<file path="config.mk">
export PLATFORM = sky130hd
export DESIGN_NAME = sobel_edge_writeback_flat
export DESIGN_NICKNAME = d
export VERILOG_FILES = /design/src/rtl/sobel_edge_writeback_if.sv /design/src/rtl/sobel_edge_writeback.sv /design/src/flat_wrapper.sv
export SDC_FILE = /design/constraint.sdc
export NUM_CORES = 1
export LEC_CHECK = 0
export ABC_CLOCK_PERIOD_IN_PS = 2550
export CORE_UTILIZATION = 45
export CTS_CLUSTER_DIAMETER = 150
export CTS_CLUSTER_SIZE = 24
export DETAILED_ROUTE_END_ITERATION = 10
export PLACE_DENSITY = 0.75
export SLEW_MARGIN = 0
export SYNTH_ARGS = -nofsm -noshare
export SYNTH_HDL_FRONTEND = slang
export SYNTH_SLANG_ARGS = --single-unit
</file>
<file path="constraint.sdc">
create_clock -name clk -period 2.55 [get_ports clk]
set_clock_uncertainty 0.1 [all_clocks]
set_input_delay 0.51 -clock clk [delete_from_list [all_inputs] [get_ports clk]]
set_output_delay 0.51 -clock clk [all_outputs]
set_load 0.02 [all_outputs]
</file>
<file path="src/rtl/sobel_edge_writeback_if.sv">
// sobel_edge_writeback_if: gradient stream in (g_valid/g/g_ready) and single-word write bus out (busy/start_write/addr_w/data_w/write_done)
interface sobel_edge_writeback_if;
  logic g_valid;
  logic [10:0] g;
  logic g_ready;
  logic busy;
  logic start_write;
  logic [31:0] addr_w;
  logic [31:0] data_w;
  logic write_done;
  modport master (input g_valid, g, busy, write_done, output g_ready, start_write, addr_w, data_w);
  modport slave (output g_valid, g, busy, write_done, input g_ready, start_write, addr_w, data_w);
endinterface

</file>
<file path="src/rtl/sobel_edge_writeback.sv">
// sobel_edge_writeback: clamp/threshold gradients, pack 4 px per word, write one frame (ports: clk, rst, start, threshold, bus, active, frame_done)
module sobel_edge_writeback #(
  parameter int OUT_W = 638,
  parameter int OUT_H = 478,
  parameter logic [31:0] BASE_ADDR = 32'h0000_0000,
  parameter bit THRESH_EN = 1'b1
) (
  input logic clk,
  input logic rst,
  input logic start,
  input logic [7:0] threshold,
  sobel_edge_writeback_if.master bus,
  output logic active,
  output logic frame_done
);
  localparam int N = OUT_W * OUT_H;
  localparam int CW = $clog2(N + 1);
  typedef enum logic [2:0] {IDLE, COLLECT, REQ, WAIT_DONE, FINISH} state_t;
  state_t state, state_n;
  logic [CW-1:0] cnt;
  logic [1:0] idx;
  logic [7:0] thr, c, pix;
  logic take;
  assign c = bus.g > 11'd255 ? 8'hFF : bus.g[7:0];
  assign pix = THRESH_EN ? (c >= thr ? 8'hFF : 8'h00) : c;
  assign take = state == COLLECT && bus.g_valid;
  assign bus.g_ready = state == COLLECT;
  assign bus.start_write = state == REQ && !bus.busy;
  assign active = state inside {COLLECT, REQ, WAIT_DONE};
  assign frame_done = state == FINISH;
  always_comb begin
    state_n = state;
    case (state)
      IDLE: state_n = start ? COLLECT : IDLE;
      COLLECT: state_n = take && (idx == 2'd3 || cnt == CW'(N - 1)) ? REQ : COLLECT;
      REQ: state_n = bus.busy ? REQ : WAIT_DONE;
      WAIT_DONE: state_n = !bus.write_done ? WAIT_DONE : cnt < CW'(N) ? COLLECT : FINISH;
      FINISH: state_n = IDLE;
      default: state_n = IDLE;
    endcase
  end
  always_ff @(posedge clk) begin
    if (rst) begin
      state <= IDLE;
      cnt <= '0;
      idx <= '0;
      thr <= '0;
      bus.addr_w <= BASE_ADDR;
      bus.data_w <= '0;
    end else begin
      state <= state_n;
      if (state == IDLE && start) begin
        thr <= threshold;
        bus.addr_w <= BASE_ADDR;
        bus.data_w <= '0;
        cnt <= '0;
        idx <= '0;
      end
      if (take) begin
        bus.data_w[{idx, 3'b000} +: 8] <= pix;
        idx <= idx + 2'd1;
        cnt <= cnt + 1'b1;
      end
      if (state == WAIT_DONE && bus.write_done) begin
        bus.addr_w <= bus.addr_w + 32'd4;
        bus.data_w <= '0;
        idx <= '0;
      end
    end
  end
endmodule

</file>
<file path="src/flat_wrapper.sv">
// flat-port wrapper written by rule: the top's interface ports become plain ports
module sobel_edge_writeback_flat 
#(
  parameter int OUT_W = 638,
  parameter int OUT_H = 478,
  parameter logic [31:0] BASE_ADDR = 32'h0000_0000,
  parameter bit THRESH_EN = 1'b1
)
  (clk, rst, start, threshold, active, frame_done, bus_g_valid, bus_g, bus_busy, bus_write_done, bus_g_ready, bus_start_write, bus_addr_w, bus_data_w);
  sobel_edge_writeback_if bus_i ();
  input logic clk;
  input logic rst;
  input logic start;
  input logic [7:0] threshold;
  output logic active;
  output logic frame_done;
  input wire logic [$bits(bus_i.g_valid)-1:0] bus_g_valid;
  input wire logic [$bits(bus_i.g)-1:0] bus_g;
  input wire logic [$bits(bus_i.busy)-1:0] bus_busy;
  input wire logic [$bits(bus_i.write_done)-1:0] bus_write_done;
  output wire logic [$bits(bus_i.g_ready)-1:0] bus_g_ready;
  output wire logic [$bits(bus_i.start_write)-1:0] bus_start_write;
  output wire logic [$bits(bus_i.addr_w)-1:0] bus_addr_w;
  output wire logic [$bits(bus_i.data_w)-1:0] bus_data_w;
  assign bus_i.g_valid = bus_g_valid;
  assign bus_i.g = bus_g;
  assign bus_i.busy = bus_busy;
  assign bus_i.write_done = bus_write_done;
  assign bus_g_ready = bus_i.g_ready;
  assign bus_start_write = bus_i.start_write;
  assign bus_addr_w = bus_i.addr_w;
  assign bus_data_w = bus_i.data_w;
  sobel_edge_writeback #(.OUT_W(OUT_W), .OUT_H(OUT_H), .BASE_ADDR(BASE_ADDR), .THRESH_EN(THRESH_EN)) u_core (.clk(clk), .rst(rst), .start(start), .threshold(threshold), .bus(bus_i), .active(active), .frame_done(frame_done));
endmodule
</file>
# Word-level counts from Yosys, hierarchy flattened

Index checks and enable logic that the tools add are counted.

Register bits: 96
Input bits: 25

Add/subtract/negate cells: 4
Magnitude comparators: 3
Equality and inequality tests: 6
Shift operators: 2
Multiplexer cells: 18
Reduce and logical (&&, ||, !) cells: 12

Operator list:

| operator                                                        | number |
|---|---|
| two-way mux 32 bit                                              | 5 |
| two-way mux 19 bit                                              | 2 |
| adder 32 x 3 -> 32 bit (second input constant)                  | 1 |
| bitwise mux 32 bit                                              | 1 |
| variable shift 8 x 7 -> 32 bit (first input constant)           | 1 |
| indexed part select 8 x 7 -> 32 bit                             | 1 |
| adder 19 x 1 -> 19 bit (second input constant)                  | 1 |
| equality test 19 bit (second input constant)                    | 1 |
| less-than comparator 19 bit (second input constant)             | 1 |
| two-way mux 8 bit                                               | 2 |
| case mux 3 bit (4 select lines)                                 | 1 |
| greater-than comparator 11 x 8 -> 1 bit (second input constant) | 1 |
| >= comparator 8 bit                                             | 1 |
| negator 5 -> 7 bit                                              | 1 |
| equality test 3 x 2 -> 1 bit (second input constant)            | 2 |
| two-way mux 2 bit                                               | 3 |
| two-way mux 3 bit                                               | 2 |
| logical AND 1 bit                                               | 5 |
| nonzero test 2 bit                                              | 2 |
| equality test 3 x 1 -> 1 bit (second input constant)            | 1 |
| equality test 3 bit (second input constant)                     | 1 |
| zero test 3 bit                                                 | 1 |
| nonzero test 3 bit                                              | 1 |
| adder 2 x 1 -> 2 bit (second input constant)                    | 1 |
| other kinds (5)                                                 | 6 |

# Depth between registers and ports, before layout

Gate-level depths: netlist of run 1.

Depth after elaboration: 7
Mapped depth: 9
Gate-level depth less buffers: 8

# Worst setup path after synthesis of run 1

No wires, ideal clock.

Path type: input -> register
Start point: input bus_g[10]
End point: register u_core.bus.data_w[0]
Data arrival time: 2365 ps
Required time: 2336 ps
Slack: -29 ps
Cell stages on the path: 8
Path buffers: 1
Cell sequence: nor3_1 -> nand2b_1 -> ha_1 -> a2111oi_0 -> o31ai_1 -> and4_1 -> clkbuf_1 -> a21o_1

Cells in the longest elaborated chain, start to end: 7

Ends and longest elaborated chain:

| item                                    | line                          | RTL |
|---|---|---|
| start, declared                         | flat_wrapper.sv:18            | `input wire logic [$bits(bus_i.g)-1:0] bus_g;` |
| greater-than comparator 11 x 8 -> 1 bit | sobel_edge_writeback.sv:24    | `assign c = bus.g > 11'd255 ? 8'hFF : bus.g[7:0];` |
| two-way mux 8 bit                       | sobel_edge_writeback.sv:24    |  |
| >= comparator 8 bit                     | sobel_edge_writeback.sv:25    | `assign pix = THRESH_EN ? (c >= thr ? 8'hFF : 8'h00) : c;` |
| two-way mux 8 bit                       | sobel_edge_writeback.sv:25    |  |
| indexed part select 8 x 7 -> 32 bit     | sobel_edge_writeback.sv:60    | `bus.data_w[{idx, 3'b000} +: 8] <= pix;` |
| bitwise mux 32 bit                      | sobel_edge_writeback.sv:60    |  |
| two-way mux 32 bit                      | sobel_edge_writeback.sv:59    | `if (take) begin` |
| end signal, assigned by index           | sobel_edge_writeback.sv:60    |  |
| end, declared                           | sobel_edge_writeback_if.sv:11 | `modport master (input g_valid, g, busy, write_done, output g_ready, start_write, addr_w, data_w);` |

Every way passes these cells.
A chain may end at the register's enable or synchronous reset.

# Worst setup path after layout of run 1

Start point: input bus_g[10]
End point: register u_core.bus.data_w[3]

The elaborated chain is that of the path after synthesis.

==> results of run 1 <==
synth_stat cells (all sizes together) (3+ instances only):
| library cell | instances | area [sq um] |
|---|---|---|
| a211oi | 6 | 50.05 |
| a21o | 8 | 60.06 |
| a21oi | 59 | 295.3 |
| a22oi | 3 | 22.52 |
| a31oi | 4 | 25.02 |
| and2 | 4 | 25.02 |
| and3 | 6 | 37.54 |
| and4 | 6 | 52.55 |
| buf | 13 | 111.4 |
| clkbuf | 15 | 56.30 |
| dfxtp | 94 | 1882 |
| ha | 15 | 187.7 |
| inv | 11 | 41.29 |
| nand2 | 63 | 236.5 |
| nand2b | 9 | 56.30 |
| nand3 | 37 | 197.7 |
| nand3b | 6 | 45.04 |
| nand4 | 19 | 125.1 |
| nand4b | 5 | 58.80 |
| nor2 | 40 | 152.6 |
| nor3 | 10 | 76.33 |
| nor4 | 6 | 43.79 |
| o211ai | 7 | 52.55 |
| o21ai | 12 | 60.06 |
| o31ai | 16 | 120.1 |
| o41ai | 3 | 26.28 |
| or2 | 4 | 25.02 |
| or4 | 3 | 22.52 |
| xor2 | 5 | 43.79 |
state kept, by name, summed over array words and instances (netlist names):
signal / cells
u_core.idx: 2
u_core.bus.addr_w: 30
u_core.cnt: 19
u_core.state: 3
u_core.thr: 8
u_core.bus.data_w: 32
kinds of logic after synthesis:
kind of cell	after synthesis
muxes	2
DFF	94
adders and majority gates	15
other	1
AOI/OAI and AO/OA	123
buffers and inverters	39
xor gates and xnor gates	7
and+or+nand+nor	231
power by group through the flow:
stage,combinational (mW),sequential (mW),clock [mW]
after floorplan,0.193,1.56,0
after detailed placement,0.336,1.55,0
after global placement,0.328,1.55,0
after CTS,0.341,1.52,1.00
after global routing,0.386,1.53,1.06
final,0.353,1.52,0.982
what timing repair did:
action | 4_1_cts | 5_1_grt
setup endpoints to repair | 33 | 35
pin swaps | 0 | 4
resized for setup | 4 | 14
cell type report:
cell class                 instances  area (sq um)  area share [%]
clock buffer                       9         123.9           2.132
clock inverter                     7         75.07           1.292
inverter                          11         41.29          0.7107
multi-input combinational        380          2410           41.48
sequential                        94          1883           32.41
tap                              129         161.4           2.778
timing repair buffer             116          1115           19.19
through the flow:
| stage | hold WS [ns] | util, % | setup slack (ns) |
|---|---|---|---|
| floorplan | 0.3363 | - | 0.1347 |
| global placement | 0.3410 | 58.84 | -0.4749 |
| detailed placement | 0.3396 | 58.84 | -0.5452 |
| CTS | 0.3600 | 61.15 | 0.003531 |
| global route | 0.3679 | 61.99 | 0.002598 |
| finish | 0.3586 | 61.99 | 0.1134 |
metal layers:
layer,up-vias,share of wire (%),global-route usage (%)
li1,2056,-,-
met1,1954,46,27.87
met2,103,48,35.67
met3,11,4.7,4.577
met4,0,1.2,6.466
met5,-,0,0
worst max-delay path: cells and delay by family:
family,cells,cell delay [ns]
buffers and inverters,1,0.45
AO/OA/AOI/OAI,3,0.68
adder cells (fa/ha/maj),1,0.27
AND/OR/NAND/NOR,3,0.70
how the worst max path moves through the flow:
stage / from / endpoint / slack, ns
after global routing: bus_g[10] / u_core.bus.data_w[7] / 0.003
after global placement: bus_g[10] / u_core.bus.data_w[2] / -0.47
after detailed placement: bus_g[10] / u_core.bus.data_w[3] / -0.55
after floorplan: bus_g[10] / u_core.bus.data_w[0] / 0.13
final: bus_g[10] / u_core.bus.data_w[3] / 0.11
after CTS: bus_g[10] / u_core.bus.data_w[3] / 0.004
==> impl_metrics.ini, run 1 <==
[worst_setup_path]
required_ns = 2.72
worstPathCellList = clkdlybuf4s50_1 > nor4_2 > ha_1 > nand2b_1 > a2111oi_4 > o31ai_4 > and4_4 > a21o_1
cp_data_arrival_time_ns = 2.61
cp_slowest_cell = clkdlybuf4s50_1
rrSetupSlack_ns = 0.51
crit_fanout = 8
crit_type = in2reg
r2r_cells = 6
r2r_start = u_core.cnt[0]
endpoint_kind = flip-flop
r2r-end = u_core.cnt[18]
crit_path_start_kind = input port
cp_slowest_stage_delay_ns = 0.45

[place]
dpl_cell_area_sq_um = 5514
placed_cells = 730
dp_hpwl_microns = 7709
portBuffers = 90
place.gp.congestion = 0.8873

[global_route]
grt_pass1_wl_microns = 17490
grt_max_degree = 27
grt_pass1_vias = 3795
track_usage_pct = 21.44
gr-total-overflow = 0
grt_antenna_before_repair = 0

[yosys]
synth_simple_gate_area_share_pct = 29.29
synth_area_per_cell_sq_um = 8.609
postSynthCellCount = 512
synth_fa_ha_area_share_pct = 4.258
synth_xor_area_share_pct = 1.391
yosysWarnings = 0
synth_edf_count = 0
dominantRegCellSynth = dfxtp_1
post_synth_mux_area_share_pct = 0.4825
yosys_register_bits = 94
synth_top_family_by_area = simple AND/OR/NAND/NOR gates
syn_area_sq_um = 4408
yosysSeqAreaShare_pct = 42.69
synth_cell_types = 57
async_flop_share_pct = 0
synth-compound-area-share_pct = 17.06

[timing]
max_slew_margin_pct = 63.28
finalSetupViolCount = 0
fin_crit_ns = 2.437
hold_viol_final = 0
setup_tns_ns = 0
report.final.slew_viol_count = 0
max_freq_mhz = 410.4
fin_crit_sh_pct = 95.55
rsz0062_at_grt = false
worstMarginPinSlew_ns = 0.5508

[clock_network]
h-tree-depth = 3
clock_path_buffers = 2
clk_pin_slew_worst_paths_ns = 0.11
root_buffer = clkbuf_8
clk_latency_ns = 0.37
ctsHoldBuffers = 0
numCtsBuffers = 9
post_cts_buffers = 0
cts.sinks = 94
cts_tree = built

[die]
start_util_pct = 47.04
core_sq_um = 9371
io_pins = 93
die-height_microns = 101.0
fp-row-count = 35
die_area_sq_um = 10190
die_w_microns = 101.0

[pwr]
combPwrFrac_pct = 12.3
p_switching_mw = 0.8194
p_per_area_nw_per_um2 = 491.7
finalPower_mw = 2.857
p_int_mw = 2.037
p_sw_share_pct = 28.68
p_leak_nw = 2.098
ir_drop_mv = 0.3546
power_frac_clock_pct = 34.4
seqPwrFrac_pct = 53.3

[job]
maxCapViolCount = 0

[final_layout]
n_fill_cell = 811
drive_above_1_share_pct = 11.18
finalNetCount = 652
mostFrequentLayoutCell = dfxtp_1
stdcell_count = 746
fin_area_sq_um = 5809
final_cell_mix = dfxtp_1, clkdlybuf4s50_1, nand2_1
num_antenna_cells = 0
area_growth_syn_to_layout_pct = 31.79

[route]
via_per_inst = 5.528
drt_wl_total_microns = 10720
drt_iter0_markers = 280
ant_nets = 0
drtPass1Iterations = 4
vias = 4124
wire_per_inst_microns = 14.37
route.detailed.drc = 0

[worst_hold_path]
hold_path_class = reg2reg
hold_depth = 2
min-delay-start = u_core.bus.data_w[29]
hold_path_end = u_core.bus.data_w[29]

[outcome]
run_status = finished, final reports clean
No activity file was read; power rests on OpenSTA's default activity.
==> run 2, diff against run 1 <==
Settings changed: CAP_MARGIN set to 25.
==> results of run 2 <==
The final DEF is identical to that of run 1; final timing and power are the same.
==> run 3, diff against run 2 <==
Settings changed: CORE_UTILIZATION 45 to 46, PLACE_DENSITY 0.75 to 0.76, SETUP_SLACK_MARGIN set to 0.1.
==> run 3 against run 2 <==
- non-clock buffer count shrank 1
- via count barely moved
- first-iteration DRC count down 38%
- total power down 1.4%
- sequential power hardly changed
- sequential share of layout area grew 0.25 points
- setup slack better by 0.067 ns
- design area decreased by 0.75%
- clock-buffer cell count unchanged
- combinational power decreased by 2%
==> impl_metrics.ini, run 3 (synthesis results as in run 1) <==
[timing]
hold_viol_final = 0
max_freq_mhz = 422.0
worstMarginPinSlew_ns = 0.6143
max_slew_margin_pct = 59.05
rsz0062_at_grt = false
holdWs_ns = 0.3605
fin_crit_ns = 2.369
report.final.slew_viol_count = 0
setup_tns_ns = 0
finalSetupViolCount = 0
setup_slack_ns = 0.1805
fin_crit_sh_pct = 92.92

[die]
die_area_sq_um = 9978
die_w_microns = 99.89
io_pins = 93
die-height_microns = 99.89
start_util_pct = 47.70
core_sq_um = 9240
fp-row-count = 35

[place]
place.gp.congestion = 0.8362
portBuffers = 90
dp_hpwl_microns = 7798
dp_slack_ns = -0.5115

[worst_setup_path]
cp_data_arrival_time_ns = 1.76
crit_fanout = 7
endpoint_kind = primary output
crit_type = reg2out
crit_path_start_kind = flip-flop
required_ns = 1.94

[final_layout]
n_fill_cell = 795
drive_above_1_share_pct = 10.71
regMostFlops = u_core.bus.data_w
final_cell_mix = dfxtp_1, clkdlybuf4s50_1, nand2_1
multiInputGateArea_sq_um = 2391
finalNetCount = 651
largest_reg_flops = 32
mostFrequentLayoutCell = dfxtp_1
num_antenna_cells = 0
area_growth_syn_to_layout_pct = 30.80
regArea_sq_um = 1883
post-route-util_pct = 62.40
largestRegisters = u_core.bus.data_w: 32 flops, u_core.bus.addr_w: 30 flops, u_core.cnt: 19 flops

[route]
route.detailed.drc = 0
wire_per_inst_microns = 14.52
drt_iter0_markers = 174
drtPass1Iterations = 4
via_per_inst = 5.530
ant_nets = 0
drt_wl_total_microns = 10820
vias = 4120

[global_route]
grt_antenna_before_repair = 0
track_usage_pct = 22.12
grt_pass1_vias = 3854
gr-total-overflow = 0
grt_pass1_wl_microns = 17920
grt_max_degree = 34

[clock_network]
clk_pin_slew_worst_paths_ns = 0.09
h-tree-depth = 3
ctsHoldBuffers = 0
numCtsBuffers = 9
root_buffer = clkbuf_8
cts_tree = built
clk_latency_ns = 0.37
clock_path_buffers = 2
cts.sinks = 94

[outcome]
run_status = finished, final reports clean

[pwr]
ir_drop_mv = 0.3205
finalPower_mw = 2.818
p_per_area_nw_per_um2 = 488.7
p_leak_nw = 2.068

[job]
maxCapViolCount = 0

[worst_hold_path]
hold_path_class = reg2reg
==> run 3: cell types whose count changed in the layout (fill, tap and decap cells not counted), sizes merged <==
cell,change
dlygate4sd2,+4
clkdlybuf4s50,-2
clkinv,-2
dlymetal6s2s,-2
buf,-1
clkinvlp,+1
inv,+1
==> run 3: routing by layer <==
| layer | global-route usage, % | up-vias | part of all wire, % |
|---|---|---|---|
| li1 | - | 2056 | - |
| met5 | 0 | - | 0 |
| met1 | 28.55 | 1957 | 46 |
| met3 | 3.552 | 16 | 4.0 |
| met4 | 7.805 | 0 | 1.4 |
| met2 | 37.45 | 91 | 49 |
==> run 3: path summary, 6_finish.rpt <==
path	from	end	slack, ns	depth (start not counted)
max	u_core.state[2]	bus_g_ready	0.18	3
min	u_core.thr[7]	u_core.thr[7]	0.36	2
max reg2reg	u_core.state[2]	u_core.bus.data_w[17]	0.48	7
min reg2reg	u_core.thr[7]	u_core.thr[7]	0.36	2
==> run 3: critical path: stages (launching register included) <==
cell and delay (ns):
dfxtp_1 0.36, buf_4 0.18, nor3b_4 0.22, clkdlybuf4s50_1 0.65
==> run 3: layout make-up <==
type / instances / share of cell area, %
multi-input combinational: 380 / 41.47
sequential: 94 / 32.66
timing repair buffer: 115 / 19.10
tap: 129 / 2.799
clock buffer: 9 / 2.148
clock inverter: 7 / 1.107
inverter: 11 / 0.7161
==> run 3: through the flow <==
| stage | area (sq um) | std cells |
|---|---|---|
| detailed placement | 5499 | 728 |
| finish | 5766 | 745 |
| global placement | 5499 | 728 |
| CTS | 5746 | 745 |
| global route | 5766 | 745 |
| floorplan | 4417 | 513 |
==> run 3: power by group <==
| part | leakage (nW) | switching, mW | total [mW] | internal (mW) |
|---|---|---|---|---|
| clock | 0.0903 | 0.574 | 0.951 | 0.377 |
| combinational | 1.22 | 0.198 | 0.346 | 0.148 |
| sequential | 0.759 | 0.0259 | 1.52 | 1.49 |
| total | 2.07 | 0.798 | 2.82 | 2.02 |
==> run 3: repair_timing <==
action / 4_1_cts / 5_1_grt
gates resized for setup: 16 / 3
setup endpoints to repair: 36 / 32
hold endpoints to repair: 0 / 0
setup buffers: 1 / 0
pin swaps: 5 / 3
